`config.mk`:
```
export PLATFORM = sky130hd
export DESIGN_NAME = apb_bridge_master_arbiter_flat
export DESIGN_NICKNAME = d
export VERILOG_FILES = /design/src/rtl/apb_bridge_master_arbiter_if.sv /design/src/rtl/apb_bridge_master_arbiter.sv /design/src/flat_wrapper.sv
export SDC_FILE = /design/constraint.sdc
export NUM_CORES = 1
export LEC_CHECK = 0
export ABC_CLOCK_PERIOD_IN_PS = 7700
export BUFFER_PORTS_ARGS = -buffer_cell sky130_fd_sc_hd__clkbuf_2
export CORE_AREA = 2 2 160 162
export CTS_CLUSTER_SIZE = 12
export DETAILED_ROUTE_END_ITERATION = 12
export DIE_AREA = 0 0 162 164
export GPL_ROUTABILITY_DRIVEN = 1
export SYNTH_ARGS = -nofsm -noshare
export SYNTH_HDL_FRONTEND = slang
export SYNTH_SLANG_ARGS = --single-unit
```
`constraint.sdc`:
```
create_clock -name H_CLK -period 7.7 [get_ports H_CLK]
set_input_delay 0 -clock H_CLK [delete_from_list [all_inputs] [get_ports H_CLK]]
set_output_delay 0 -clock H_CLK [all_outputs]
set_load 0.005 [all_outputs]
```
`src/rtl/apb_bridge_master_arbiter_if.sv`:
```
// Bundle of the requester-side REQ/DONE handshake and the AHB-slave-side
// bridge signals shared by apb_bridge_master_arbiter and its environment.
//   slave  : arbiter view. It takes the master requests and the bridge
//            responses, and drives DONE/grant plus the bridge address and data phases.
//   master : environment view (requesters + bridge), the mirror of slave.
interface apb_bridge_master_arbiter_if #(
  parameter int NUM_MASTERS = 4,
  parameter int DATA_WIDTH  = 32,
  parameter int ADDR_WIDTH  = 32,
  parameter int TRAN_WIDTH  = 3
);
  // requester side
  logic [NUM_MASTERS-1:0]            M_REQ;
  logic [NUM_MASTERS-1:0]            M_WRITE;
  logic [NUM_MASTERS*ADDR_WIDTH-1:0] M_ADDR;
  logic [NUM_MASTERS*DATA_WIDTH-1:0] M_WDATA;
  logic [NUM_MASTERS-1:0]            M_DONE;
  logic                              M_ERR;
  logic [DATA_WIDTH-1:0]             M_RDATA;
  logic [NUM_MASTERS-1:0]            M_GRANT;
  // bridge side
  logic                              H_SEL_APB;
  logic [TRAN_WIDTH-1:0]             H_TRANS;
  logic                              H_WRITE;
  logic [ADDR_WIDTH-1:0]             H_ADDR;
  logic [DATA_WIDTH-1:0]             H_WDATA;
  logic                              H_READY_IN;
  logic                              H_READY_OUT;
  logic                              H_RESP;
  logic [DATA_WIDTH-1:0]             H_RDATA;

  modport slave (
    input  M_REQ, M_WRITE, M_ADDR, M_WDATA, H_READY_OUT, H_RESP, H_RDATA,
    output M_DONE, M_ERR, M_RDATA, M_GRANT,
           H_SEL_APB, H_TRANS, H_WRITE, H_ADDR, H_WDATA, H_READY_IN
  );

  modport master (
    output M_REQ, M_WRITE, M_ADDR, M_WDATA, H_READY_OUT, H_RESP, H_RDATA,
    input  M_DONE, M_ERR, M_RDATA, M_GRANT,
           H_SEL_APB, H_TRANS, H_WRITE, H_ADDR, H_WDATA, H_READY_IN
  );
endinterface

```
`src/rtl/apb_bridge_master_arbiter.sv`:
```
// Round-robin sequencer sharing one AHB-to-APB bridge between NUM_MASTERS
// requesters. Each transfer walks IDLE -> ADDR -> DATA -> RESP. A DATA phase
// that waits too long on H_READY_OUT is aborted with an error.
// Ports:
//   H_CLK    clock, rising edge
//   H_RESET  asynchronous active-high reset
//   bus      apb_bridge_master_arbiter_if.slave, carrying:
//              M_REQ/M_WRITE/M_ADDR/M_WDATA in, M_DONE/M_ERR/M_RDATA/M_GRANT out
//              H_SEL_APB/H_TRANS/H_WRITE/H_ADDR/H_WDATA/H_READY_IN out
//              H_READY_OUT/H_RESP/H_RDATA in
// All outputs are decoded from registered state only.
module apb_bridge_master_arbiter #(
  parameter int NUM_MASTERS = 4,
  parameter int DATA_WIDTH  = 32,
  parameter int ADDR_WIDTH  = 32,
  parameter int TRAN_WIDTH  = 3,
  parameter int TIMEOUT     = 16
) (
  input logic                        H_CLK,
  input logic                        H_RESET,
  apb_bridge_master_arbiter_if.slave bus
);

  localparam int IW = (NUM_MASTERS > 1) ? $clog2(NUM_MASTERS) : 1;
  localparam int CW = (TIMEOUT > 1) ? $clog2(TIMEOUT) : 1;
  localparam logic [CW-1:0]         CNT_LAST  = (TIMEOUT > 0) ? CW'(TIMEOUT - 1) : '0;
  localparam logic [TRAN_WIDTH-1:0] TR_IDLE   = '0;
  localparam logic [TRAN_WIDTH-1:0] TR_NONSEQ = TRAN_WIDTH'(2);

  typedef enum logic [1:0] {
    S_IDLE = 2'd0,
    S_ADDR = 2'd1,
    S_DATA = 2'd2,
    S_RESP = 2'd3
  } state_t;

  state_t                  r_state;
  state_t                  w_state_nxt;
  logic [IW-1:0]           r_ptr;
  logic [IW-1:0]           r_gnt;
  logic                    r_write;
  logic [ADDR_WIDTH-1:0]   r_addr;
  logic [DATA_WIDTH-1:0]   r_wdata;
  logic [CW-1:0]           r_cnt;
  logic [DATA_WIDTH-1:0]   r_rdata;
  logic                    r_err;

  logic [NUM_MASTERS-1:0]  w_rot;
  logic                    w_found;
  logic [IW-1:0]           w_pick;
  logic [IW:0]             w_sum;
  logic                    w_timeout;
  logic [NUM_MASTERS-1:0]  w_gnt_oh;

  // Rotate the request vector so bit 0 is the master at r_ptr; the first set
  // bit then gives the offset from r_ptr, folded back modulo NUM_MASTERS.
  always_comb begin
    w_rot   = NUM_MASTERS'({bus.M_REQ, bus.M_REQ} >> r_ptr);
    w_found = 1'b0;
    w_pick  = '0;
    w_sum   = '0;
    for (int unsigned i = 0; i < NUM_MASTERS; i++) begin
      if (!w_found && w_rot[i]) begin
        w_found = 1'b1;
        w_sum   = {1'b0, r_ptr} + (IW+1)'(i);
        if (w_sum >= (IW+1)'(NUM_MASTERS))
          w_sum = w_sum - (IW+1)'(NUM_MASTERS);
        w_pick  = w_sum[IW-1:0];
      end
    end
  end

  always_ff @(posedge H_CLK or posedge H_RESET) begin
    if (H_RESET) r_state <= S_IDLE;
    else         r_state <= w_state_nxt;
  end

  // H_READY_OUT has priority over the timeout when both land on the same cycle.
  always_comb begin
    w_state_nxt = r_state;
    w_timeout   = 1'b0;
    case (r_state)
      S_IDLE: if (w_found) w_state_nxt = S_ADDR;
      S_ADDR: w_state_nxt = S_DATA;
      S_DATA: begin
        if (bus.H_READY_OUT) begin
          w_state_nxt = S_RESP;
        end else if (TIMEOUT != 0 && r_cnt == CNT_LAST) begin
          w_timeout   = 1'b1;
          w_state_nxt = S_RESP;
        end
      end
      S_RESP: w_state_nxt = S_IDLE;
      default: w_state_nxt = S_IDLE;
    endcase
  end

  always_ff @(posedge H_CLK or posedge H_RESET) begin
    if (H_RESET) begin
      r_ptr   <= '0;
      r_gnt   <= '0;
      r_write <= 1'b0;
      r_addr  <= '0;
      r_wdata <= '0;
      r_cnt   <= '0;
      r_rdata <= '0;
      r_err   <= 1'b0;
    end else begin
      case (r_state)
        S_IDLE: begin
          r_cnt <= '0;
          if (w_found) begin
            r_gnt   <= w_pick;
            r_write <= bus.M_WRITE[w_pick];
            r_addr  <= bus.M_ADDR[w_pick*ADDR_WIDTH +: ADDR_WIDTH];
            r_wdata <= bus.M_WDATA[w_pick*DATA_WIDTH +: DATA_WIDTH];
          end
        end
        S_DATA: begin
          if (bus.H_READY_OUT) begin
            r_rdata <= bus.H_RDATA;
            r_err   <= bus.H_RESP;
            r_cnt   <= '0;
          end else if (w_timeout) begin
            r_rdata <= '0;
            r_err   <= 1'b1;
            r_cnt   <= '0;
          end else begin
            r_cnt   <= r_cnt + 1'b1;
          end
        end
        S_RESP: begin
          if (r_gnt == IW'(NUM_MASTERS - 1)) r_ptr <= '0;
          else                               r_ptr <= r_gnt + 1'b1;
        end
        default: ;
      endcase
    end
  end

  assign w_gnt_oh = NUM_MASTERS'(1) << r_gnt;

  always_comb begin
    bus.M_DONE     = '0;
    bus.M_ERR      = 1'b0;
    bus.M_RDATA    = '0;
    bus.M_GRANT    = '0;
    bus.H_SEL_APB  = 1'b0;
    bus.H_TRANS    = TR_IDLE;
    bus.H_WRITE    = 1'b0;
    bus.H_ADDR     = '0;
    bus.H_WDATA    = '0;
    bus.H_READY_IN = 1'b0;
    case (r_state)
      S_ADDR: begin
        bus.M_GRANT    = w_gnt_oh;
        bus.H_SEL_APB  = 1'b1;
        bus.H_TRANS    = TR_NONSEQ;
        bus.H_WRITE    = r_write;
        bus.H_ADDR     = r_addr;
        bus.H_WDATA    = r_wdata;
        bus.H_READY_IN = 1'b1;
      end
      S_DATA: begin
        bus.M_GRANT    = w_gnt_oh;
        bus.H_WDATA    = r_wdata;
        bus.H_READY_IN = 1'b1;
      end
      S_RESP: begin
        bus.M_GRANT    = w_gnt_oh;
        bus.M_DONE     = w_gnt_oh;
        bus.M_ERR      = r_err;
        bus.M_RDATA    = r_rdata;
      end
      default: ;
    endcase
  end

endmodule
```
`src/flat_wrapper.sv`:
```
// flat-port wrapper written by rule: the top's interface ports become plain ports
module apb_bridge_master_arbiter_flat 
#(
  parameter int NUM_MASTERS = 4,
  parameter int DATA_WIDTH  = 32,
  parameter int ADDR_WIDTH  = 32,
  parameter int TRAN_WIDTH  = 3,
  parameter int TIMEOUT     = 16
)
  (H_CLK, H_RESET, bus_M_REQ, bus_M_WRITE, bus_M_ADDR, bus_M_WDATA, bus_H_READY_OUT, bus_H_RESP, bus_H_RDATA, bus_M_DONE, bus_M_ERR, bus_M_RDATA, bus_M_GRANT, bus_H_SEL_APB, bus_H_TRANS, bus_H_WRITE, bus_H_ADDR, bus_H_WDATA, bus_H_READY_IN);
  apb_bridge_master_arbiter_if #(.NUM_MASTERS(NUM_MASTERS), .DATA_WIDTH(DATA_WIDTH), .ADDR_WIDTH(ADDR_WIDTH), .TRAN_WIDTH(TRAN_WIDTH)) bus_i ();
  input logic H_CLK;
  input logic H_RESET;
  input wire logic [$bits(bus_i.M_REQ)-1:0] bus_M_REQ;
  input wire logic [$bits(bus_i.M_WRITE)-1:0] bus_M_WRITE;
  input wire logic [$bits(bus_i.M_ADDR)-1:0] bus_M_ADDR;
  input wire logic [$bits(bus_i.M_WDATA)-1:0] bus_M_WDATA;
  input wire logic [$bits(bus_i.H_READY_OUT)-1:0] bus_H_READY_OUT;
  input wire logic [$bits(bus_i.H_RESP)-1:0] bus_H_RESP;
  input wire logic [$bits(bus_i.H_RDATA)-1:0] bus_H_RDATA;
  output wire logic [$bits(bus_i.M_DONE)-1:0] bus_M_DONE;
  output wire logic [$bits(bus_i.M_ERR)-1:0] bus_M_ERR;
  output wire logic [$bits(bus_i.M_RDATA)-1:0] bus_M_RDATA;
  output wire logic [$bits(bus_i.M_GRANT)-1:0] bus_M_GRANT;
  output wire logic [$bits(bus_i.H_SEL_APB)-1:0] bus_H_SEL_APB;
  output wire logic [$bits(bus_i.H_TRANS)-1:0] bus_H_TRANS;
  output wire logic [$bits(bus_i.H_WRITE)-1:0] bus_H_WRITE;
  output wire logic [$bits(bus_i.H_ADDR)-1:0] bus_H_ADDR;
  output wire logic [$bits(bus_i.H_WDATA)-1:0] bus_H_WDATA;
  output wire logic [$bits(bus_i.H_READY_IN)-1:0] bus_H_READY_IN;
  assign bus_i.M_REQ = bus_M_REQ;
  assign bus_i.M_WRITE = bus_M_WRITE;
  assign bus_i.M_ADDR = bus_M_ADDR;
  assign bus_i.M_WDATA = bus_M_WDATA;
  assign bus_i.H_READY_OUT = bus_H_READY_OUT;
  assign bus_i.H_RESP = bus_H_RESP;
  assign bus_i.H_RDATA = bus_H_RDATA;
  assign bus_M_DONE = bus_i.M_DONE;
  assign bus_M_ERR = bus_i.M_ERR;
  assign bus_M_RDATA = bus_i.M_RDATA;
  assign bus_M_GRANT = bus_i.M_GRANT;
  assign bus_H_SEL_APB = bus_i.H_SEL_APB;
  assign bus_H_TRANS = bus_i.H_TRANS;
  assign bus_H_WRITE = bus_i.H_WRITE;
  assign bus_H_ADDR = bus_i.H_ADDR;
  assign bus_H_WDATA = bus_i.H_WDATA;
  assign bus_H_READY_IN = bus_i.H_READY_IN;
  apb_bridge_master_arbiter #(.NUM_MASTERS(NUM_MASTERS), .DATA_WIDTH(DATA_WIDTH), .ADDR_WIDTH(ADDR_WIDTH), .TRAN_WIDTH(TRAN_WIDTH), .TIMEOUT(TIMEOUT)) u_core (.H_CLK(H_CLK), .H_RESET(H_RESET), .bus(bus_i));
endmodule
```
Word level (Yosys, flattened, before mapping)

Index checks and enable logic that the tools add are counted.

Register bits after elaboration: 108
Bits of input ports: 300

$add $sub $neg: 9
$lt $le $gt $ge: 5
Equality and inequality tests: 7
Shifts and indexed selects: 4
Mux-type cells: 39
Reductions and logical operators: 14

Operators by type and width:

| kind                  | number |
|---|---|
| $shiftx A128 B8 Y32   | 2 |
| $mux W32              | 5 |
| $mux W2               | 13 |
| $mux W4               | 4 |
| $mux W1               | 14 |
| $ge A3 B3 Y1 const B  | 3 |
| $pmux W2 S4           | 1 |
| $pmux W4 S2           | 1 |
| $shr A8 B2 Y4         | 1 |
| $sub A2 B1 Y2 const B | 4 |
| $add A2 B2 Y3 const B | 2 |
| $eq A2 B2 Y1 const B  | 3 |
| $reduce_and A2 Y1     | 3 |
| $add A4 B1 Y4 const B | 1 |
| $eq A4 B4 Y1 const B  | 1 |
| $reduce_bool A2 Y1    | 2 |
| $shl A1 B2 Y4 const A | 1 |
| $add A2 B1 Y3 const B | 1 |
| $ge A2 B3 Y1 const B  | 1 |
| $logic_and A1 B1 Y1   | 3 |
| $logic_not A1 Y1      | 3 |
| $lt A2 B3 Y1 const B  | 1 |
| $ne A3 B2 Y1 const B  | 1 |
| $reduce_or A3 Y1      | 1 |
| 6 further kinds       | 6 |

Depth between registers and ports, before layout

Gate-level depths: netlist of run 1.

Depth in word-level cells: 13
Gate-level depth with buffers: 8
Mapped depth without buffers: 6

Worst setup path after synthesis of run 1

OpenSTA, ideal clock, no wires.

Path type: register to register
Start point: register u_core.r_state[0]
End point: register u_core.r_addr[0]
Setup time: 90 ps
Arrival: 1619 ps
Required time: 7610 ps
Setup slack: 5991 ps
Cell stages (with the launch flop): 8
Clock period less this slack: 1709 ps
Cells stage by stage: dfrtp_1 > inv_1 > ha_1 > o41ai_4 > or2_1 > buf_6 > buf_6 > o221ai_1

Longest elaborated chain between the ends: 2

Ends and longest elaborated chain:

| item                               | RTL line                         | RTL |
|---|---|---|
| start, declared                    | apb_bridge_master_arbiter.sv:37  | `state_t r_state;` |
| start signal, assigned             | apb_bridge_master_arbiter.sv:75  | `else r_state <= w_state_nxt;` |
| $logic_not A2 Y1                   | apb_bridge_master_arbiter.sv:109 | `case (r_state)` |
| $reduce_and A2 Y1 (no source line) | n/a                              |  |
| end signal, assigned               | apb_bridge_master_arbiter.sv:115 | `r_addr <= bus.M_ADDR[w_pick*ADDR_WIDTH +: ADDR_WIDTH];` |
| end, declared                      | apb_bridge_master_arbiter.sv:42  | `logic [ADDR_WIDTH-1:0] r_addr;` |

No other way between the ends.
A chain may end at the register's enable or synchronous reset.

Worst setup path after layout of run 1

Start point: register u_core.r_ptr[0]
End point: register u_core.r_addr[14]

Longest elaborated chain between the ends: 12
Elaborated cells between the ends (all ways): 32

Ends and longest elaborated chain:

| item                                                   | RTL line                         | RTL |
|---|---|---|
| start, declared                                        | apb_bridge_master_arbiter.sv:39  | `logic [IW-1:0] r_ptr;` |
| start signal, assigned                                 | apb_bridge_master_arbiter.sv:134 | `else r_ptr <= r_gnt + 1'b1;` |
| branches (longest 12 deep; another with $add A2 B1 Y3) | n/a                              |  |

Several ways; the timed one is not identified.

==> flow_metrics.tcl, run 1 <==
set metrics [dict create \
    tightest_slew_ns 1.14 \
    grt_pass1_wl_um 39600 \
    wirelength_um 26200 \
    p_leak_nw 5.97 \
    synth_top_cell_by_area "dfrtp_1" \
    syn_area_um2 6750 \
    max_slew_margin_pct 24.2 \
    synth_seq_area_share_pct 40.1 \
    tritoncts "built" \
    cts-resized-gates 0 \
    synth_edf_count 0 \
    async_flop_share_pct 100 \
    start_util_pct 27.2 \
    antenna_left 0 \
    cts_sinks 108 \
    tns_ns 0 \
    fillers 2394 \
    reg2reg_slack_ns 3.66 \
    cts_buffers 9 \
    hold_path_class "in2reg" \
    clockBufferDepth 2 \
    timing.max_cap.violations 0 \
    clock_skew_ns 0.0188 \
    cts_setup_buffers 0 \
    grt_pass1_vias 7679 \
    antenna_found_initial 0 \
    detail_route.wl_per_cell_um 16.8 \
    drv_slew 0 \
    end_kind "flop" \
    critPathMaxFanout 66 \
    layout_commonest_cell "clkbuf_2" \
    drt-initial-drc-count 465 \
    final_nets 1531 \
    die_h_um 164 \
    status "finished clean" \
    hold_buffers 216 \
    diodes 0 \
    hold_viol 0 \
    fin_crit_sh_pct 52.4 \
    synth_top_cell_area_share_pct 40.1 \
    max_stage_delay_ns 0.91 \
    fin_crit_ns 4.04 \
    yosys.cell_types.count 38 \
    syn_area_per_cell_um2 10.7 \
    critPathKind "reg2reg" \
    rsz0062_at_grt "no" \
    via_per_inst 4.75 \
    ios 411 \
    grt_max_degree 67 \
    gp_congestion 0.840 \
    crit_path_top_delay_cell "buf_4" \
    dr.pass1.iters 5 \
    syn_inst 630 \
    grt_usage_pct 18.9 \
    ys_warn_count 0 \
    setup_viol 0 \
    vias 7389 \
    io_buffers 408 \
    worst-path-buf-inv 4 \
    peakVddDrop_mv 0.353 \
    powerDensity_nw_per_um2 329 \
    final_cell_mix "408 x clkbuf_2, 216 x dlygate4sd3_1, 130 x mux2i_1, 108 x dfrtp_1, 103 x and2_1" \
    hpwl_um 17700 \
    dpl-instance-area_um2 8800 \
    grt_overflow 0 \
    drc 0 \
    worstSkewPairLatency_ns 0.37 \
    rows 58 \
    cts-root-buf "clkbuf_16" \
    synth_ff_type "dfrtp_1" \
    stdcell_area_um2 11300 \
    synthTopCellsByArea "dfrtp_1 40%, mux2i_1 19%, and2_1 9.5%, o221ai_1 8.4%, a22o_1 4.2%" \
    layout-drive-gt1-share_pct 36.4 \
    htree_levels 3 \
    cp.required_ns 7.95 \
    crit_chain "and2b_1 > a21oi_2 > o221ai_4 > buf_4 > buf_4 > mux2i_1 > dlygate4sd3_1 > o221ai_1 > dlygate4sd3_1" \
    ys_ff_latch 108 \
    areaGrowthSynthToFinish_pct 67.0 \
    cp.arrival_ns 4.29 \
    die_area_um2 26600 \
    clk_pin_slew_ns 0.09 \
    chipWidth_um 162 \
    start_kind "flop" \
    path_delay_family "buffers and inverters" \
    fp.coreArea_um2 24800 \
    fmax_mhz 248 \
]
-- cell families after synthesis --
family | count (synthesis) | synth area share [%]
compound gates | 115 | 15.0
mux | 132 | 19.6
simple gates | 201 | 15.7
flops | 108 | 40.1
fa+ha+maj | 9 | 1.67
buf+inv | 63 | 7.82
other cells | 1 | 0.0556
xor+xnor | 1 | 0.130
-- Yosys cell counts, types with 2 or more instances --
| library cell | n |
|---|---|
| inv_1 | 7 |
| and2_1 | 103 |
| o21ai_1 | 5 |
| nand3_1 | 2 |
| buf_6 | 6 |
| nor2b_1 | 8 |
| buf_12 | 11 |
| o21ai_0 | 3 |
| clkbuf_1 | 24 |
| nand2b_1 | 2 |
| bufbuf_8 | 3 |
| buf_2 | 9 |
| buf_4 | 3 |
| a22o_1 | 32 |
| nor2_1 | 7 |
| mux2i_1 | 130 |
| o221ai_1 | 65 |
| mux2_2 | 2 |
| dfrtp_1 | 108 |
| nand2_1 | 74 |
| ha_1 | 9 |
-- registers in the layout, indices dropped and copies added, names as in the netlist --
name,flops
u_core.r_ptr,2
u_core.r_write,1
u_core.r_wdata,32
u_core.r_rdata,32
u_core.r_addr,32
u_core.r_err,1
u_core.r_cnt,4
u_core.r_state,2
u_core.r_gnt,2
-- tightest hold or removal path, cell delays in order --
cell and delay, ns:
clkbuf_2 0.07, mux2i_1 0.07, o221ai_1 0.18
-- final cells by class --
cell class / instances / area (um^2) / share of cell area, %
Clock buffer: 10 / 239 / 2.12
Clock inverter: 6 / 62.6 / 0.555
Inverter: 7 / 28.8 / 0.255
Multi-Input combinational cell: 460 / 3530 / 31.3
Sequential cell: 108 / 2700 / 24.0
Tap cell: 330 / 413 / 3.66
Timing Repair Buffer: 636 / 4290 / 38.1
-- through the flow --
step	hold WS, ns	util, %	instances	worst slack, ns	power [mW]
after CTS	0.000185	45.4	1557	3.82	3.70
after detailed placement	0.136	35.5	1325	4.87	2.72
final	0.00271	45.4	1557	3.66	3.70
after floorplan	0.140	-	631	4.85	2.19
after global placement	0.123	35.5	1325	4.96	2.70
after global routing	0.0203	45.4	1557	3.55	3.96
-- final timing paths --
check | start | endpoint | cells past startpoint
max | u_core.r_ptr[0] | u_core.r_addr[14] | 9
min | bus_M_WDATA[127] | u_core.r_wdata[31] | 3
max reg2reg | u_core.r_ptr[0] | u_core.r_addr[14] | 9
min reg2reg | u_core.r_addr[30] | u_core.r_addr[30] | 2
max in group asynchronous | H_RESET | u_core.r_addr[30] | 4
min in group asynchronous | H_RESET | u_core.r_rdata[3] | 3
-- per-layer routing --
| layer | up-vias | global-route usage (%) | share of wire (%) |
|---|---|---|---|
| met4 | 0 | 8.33 | 3.2 |
| li1 | 3457 | - | - |
| met1 | 3530 | 22.2 | 39 |
| met5 | - | 0 | 0 |
| met3 | 58 | 4.14 | 6.9 |
| met2 | 344 | 33.1 | 51 |
-- power by group --
part / internal [mW] / switching, mW
clock network: 0.239 / 0.250
registers: 0.840 / 0.157
logic: 1.19 / 1.03
No activity file was read; power rests on OpenSTA's default activity.
==> run 2, diff against run 1 <==
- ABC_CLOCK_PERIOD_IN_PS: 7700 -> 3800
- clock period: 7.7 -> 3.8 ns (I/O delays scaled with it)
==> run 2 against run 1 <==
Compared with the run above:
- cell area increased by 0.14%
- cell count decreased by 0.13%
- sequential cell count unchanged
- sequential power increased by 100%
- critical path depth decreased by 1
- register-to-register slack got worse by 3.5 ns
- power increased by 100%
- first-iteration DRC count decreased by 6.2%
- highest routed layer unchanged
==> flow_metrics.tcl, run 2 (synthesized netlist as in run 1, its figures left out) <==
set metrics [dict create \
    status "finished clean" \
    power_mw 7.51 \
    clk_pin_slew_ns 0.08 \
    stdcell_count 1555 \
    reg_top3 "u_core.r_addr x32, u_core.r_rdata x32, u_core.r_wdata x32" \
    cts-resized-gates 0 \
    start_util_pct 27.2 \
    cts-root-buf "clkbuf_16" \
    start_kind "flop" \
    final_cell_mix "408 x clkbuf_2, 214 x dlygate4sd3_1, 130 x mux2i_1, 108 x dfrtp_1, 103 x and2_1" \
    hold_start "bus_M_ADDR[19]" \
    cp.required_ns 4.05 \
    detail_route.wl_per_cell_um 16.6 \
    regToRegEndpoint "u_core.r_addr[9]" \
    clock_skew_ns 0.00974 \
    hold_buffers 214 \
    powerDensity_nw_per_um2 665 \
    final_nets 1529 \
    cts_buffers 9 \
    grt_usage_pct 18.8 \
    tns_ns 0 \
    critPathKind "reg2reg" \
    htree_levels 3 \
    layout_commonest_cell "clkbuf_2" \
    layout-drive-gt1-share_pct 36.5 \
    worst-path-buf-inv 3 \
    io_buffers 408 \
    cts_sinks 108 \
    grt_max_degree 77 \
    timing.max_cap.violations 0 \
    chipWidth_um 162 \
    worstSkewPairLatency_ns 0.37 \
    fin_crit_sh_pct 95.7 \
    worst_r2r_path_depth 8 \
    drt-initial-drc-count 436 \
    antenna_found_initial 0 \
    via_per_inst 4.72 \
    peakVddDrop_mv 0.362 \
    fmax_mhz 275 \
    crit_chain "and2b_1 > a21oi_2 > o221ai_4 > buf_12 > mux2i_1 > dlygate4sd3_1 > o221ai_1 > dlygate4sd3_1" \
    r2r-start "u_core.r_ptr[0]" \
    grt_pass1_wl_um 39500 \
    max_slew_margin_pct 25.4 \
    placedCellCount 1325 \
    fin_crit_ns 3.64 \
    vias 7341 \
    hold_viol 0 \
    rsz0062_at_grt "no" \
    setup_viol 0 \
    drv_slew 0 \
    reg2reg_slack_ns 0.16 \
    antenna_left 0 \
    crit_path_top_delay_cell "o221ai_4" \
    finalWorstSetupSlack_ns 0.163 \
    whs_path_depth 3 \
    path_delay_family "buffers and inverters" \
    cp.arrival_ns 3.88 \
    die_area_um2 26600 \
    ios 411 \
    gp_congestion 0.812 \
    rows 58 \
    hold_path_end "u_core.r_addr[19]" \
    drc 0 \
    grt_overflow 0 \
    wirelength_um 25900 \
    die_h_um 164 \
    end_kind "flop" \
    tightest_slew_ns 1.12 \
    pre_cts_ws_ns 1.05 \
    cp.depth 8 \
    fp.coreArea_um2 24800 \
    grt_pass1_vias 7741 \
    clockBufferDepth 2 \
    hold_path_class "in2reg" \
    tritoncts "built" \
    max_stage_delay_ns 0.74 \
    diodes 0 \
    critPathMaxFanout 55 \
    hpwl_um 17200 \
    areaGrowthSynthToFinish_pct 67.2 \
    crit_path_frequent_cell "dlygate4sd3_1" \
    cts_setup_buffers 0 \
    p_leak_nw 5.98 \
    dr.pass1.iters 5 \
]
[run 2: cell types whose count changed in the layout (fill, tap and decap cells not counted), sizes merged]
cell         delta
clkbuf          -1
dlygate4sd3     -2
bufinv          +1
[run 2: worst max-delay path by stage]
| stage | start | end | slack (ns) |
|---|---|---|---|
| after global routing | u_core.r_ptr[0] | u_core.r_wdata[25] | 0.008 |
| after CTS | u_core.r_ptr[0] | u_core.r_addr[31] | 0.23 |
| after global placement | u_core.r_state[0] | u_core.r_wdata[22] | 1.21 |
| after detailed placement | u_core.r_state[0] | u_core.r_wdata[11] | 1.05 |
| after floorplan | H_RESET | u_core.r_addr[0] | 0.95 |
| final | u_core.r_ptr[0] | u_core.r_addr[9] | 0.16 |
[run 2: routing by layer]
| layer | vias up | global-route usage, % | routed length [um] |
|---|---|---|---|
| met1 | 3509 | 21.6 | 10100 |
| met2 | 316 | 33.7 | 13200 |
| met4 | 0 | 8.13 | 871 |
| met5 | - | 0 | 0 |
| met3 | 59 | 4.12 | 1670 |
| li1 | 3457 | - | - |
[run 2: metrics by stage]
stage | utilization (%) | hold WS [ns] | instance area, um^2
2_1_floorplan | - | 0.140 | 6750
3_5_place_dp | 35.6 | 0.230 | 8830
5_1_grt | 45.5 | 0.0104 | 11300
6_report | 45.5 | 0.00927 | 11300
4_1_cts | 45.5 | 0.00138 | 11300
3_3_place_gp | 35.6 | 0.226 | 8830
[run 2: power breakdown]
group / internal [mW] / switching (mW)
Clock: 0.531 / 0.503
Sequential: 1.70 / 0.321
Combinational: 2.38 / 2.07
Total: 4.61 / 2.90
[run 2: tightest hold or removal path, cell delays in order]
cell,delay (ns)
clkbuf_2,0.08
mux2i_1,0.06
o221ai_1,0.18
[run 2: area by class of cell]
type	count	area [um^2]
inverters	7	28.8
clock inverters	7	87.6
well taps	330	413
clock buffers	9	225
flip-flops and latches	108	2700
multi-input cells	460	3530
fillers	2385	13500
repair buffers	634	4300
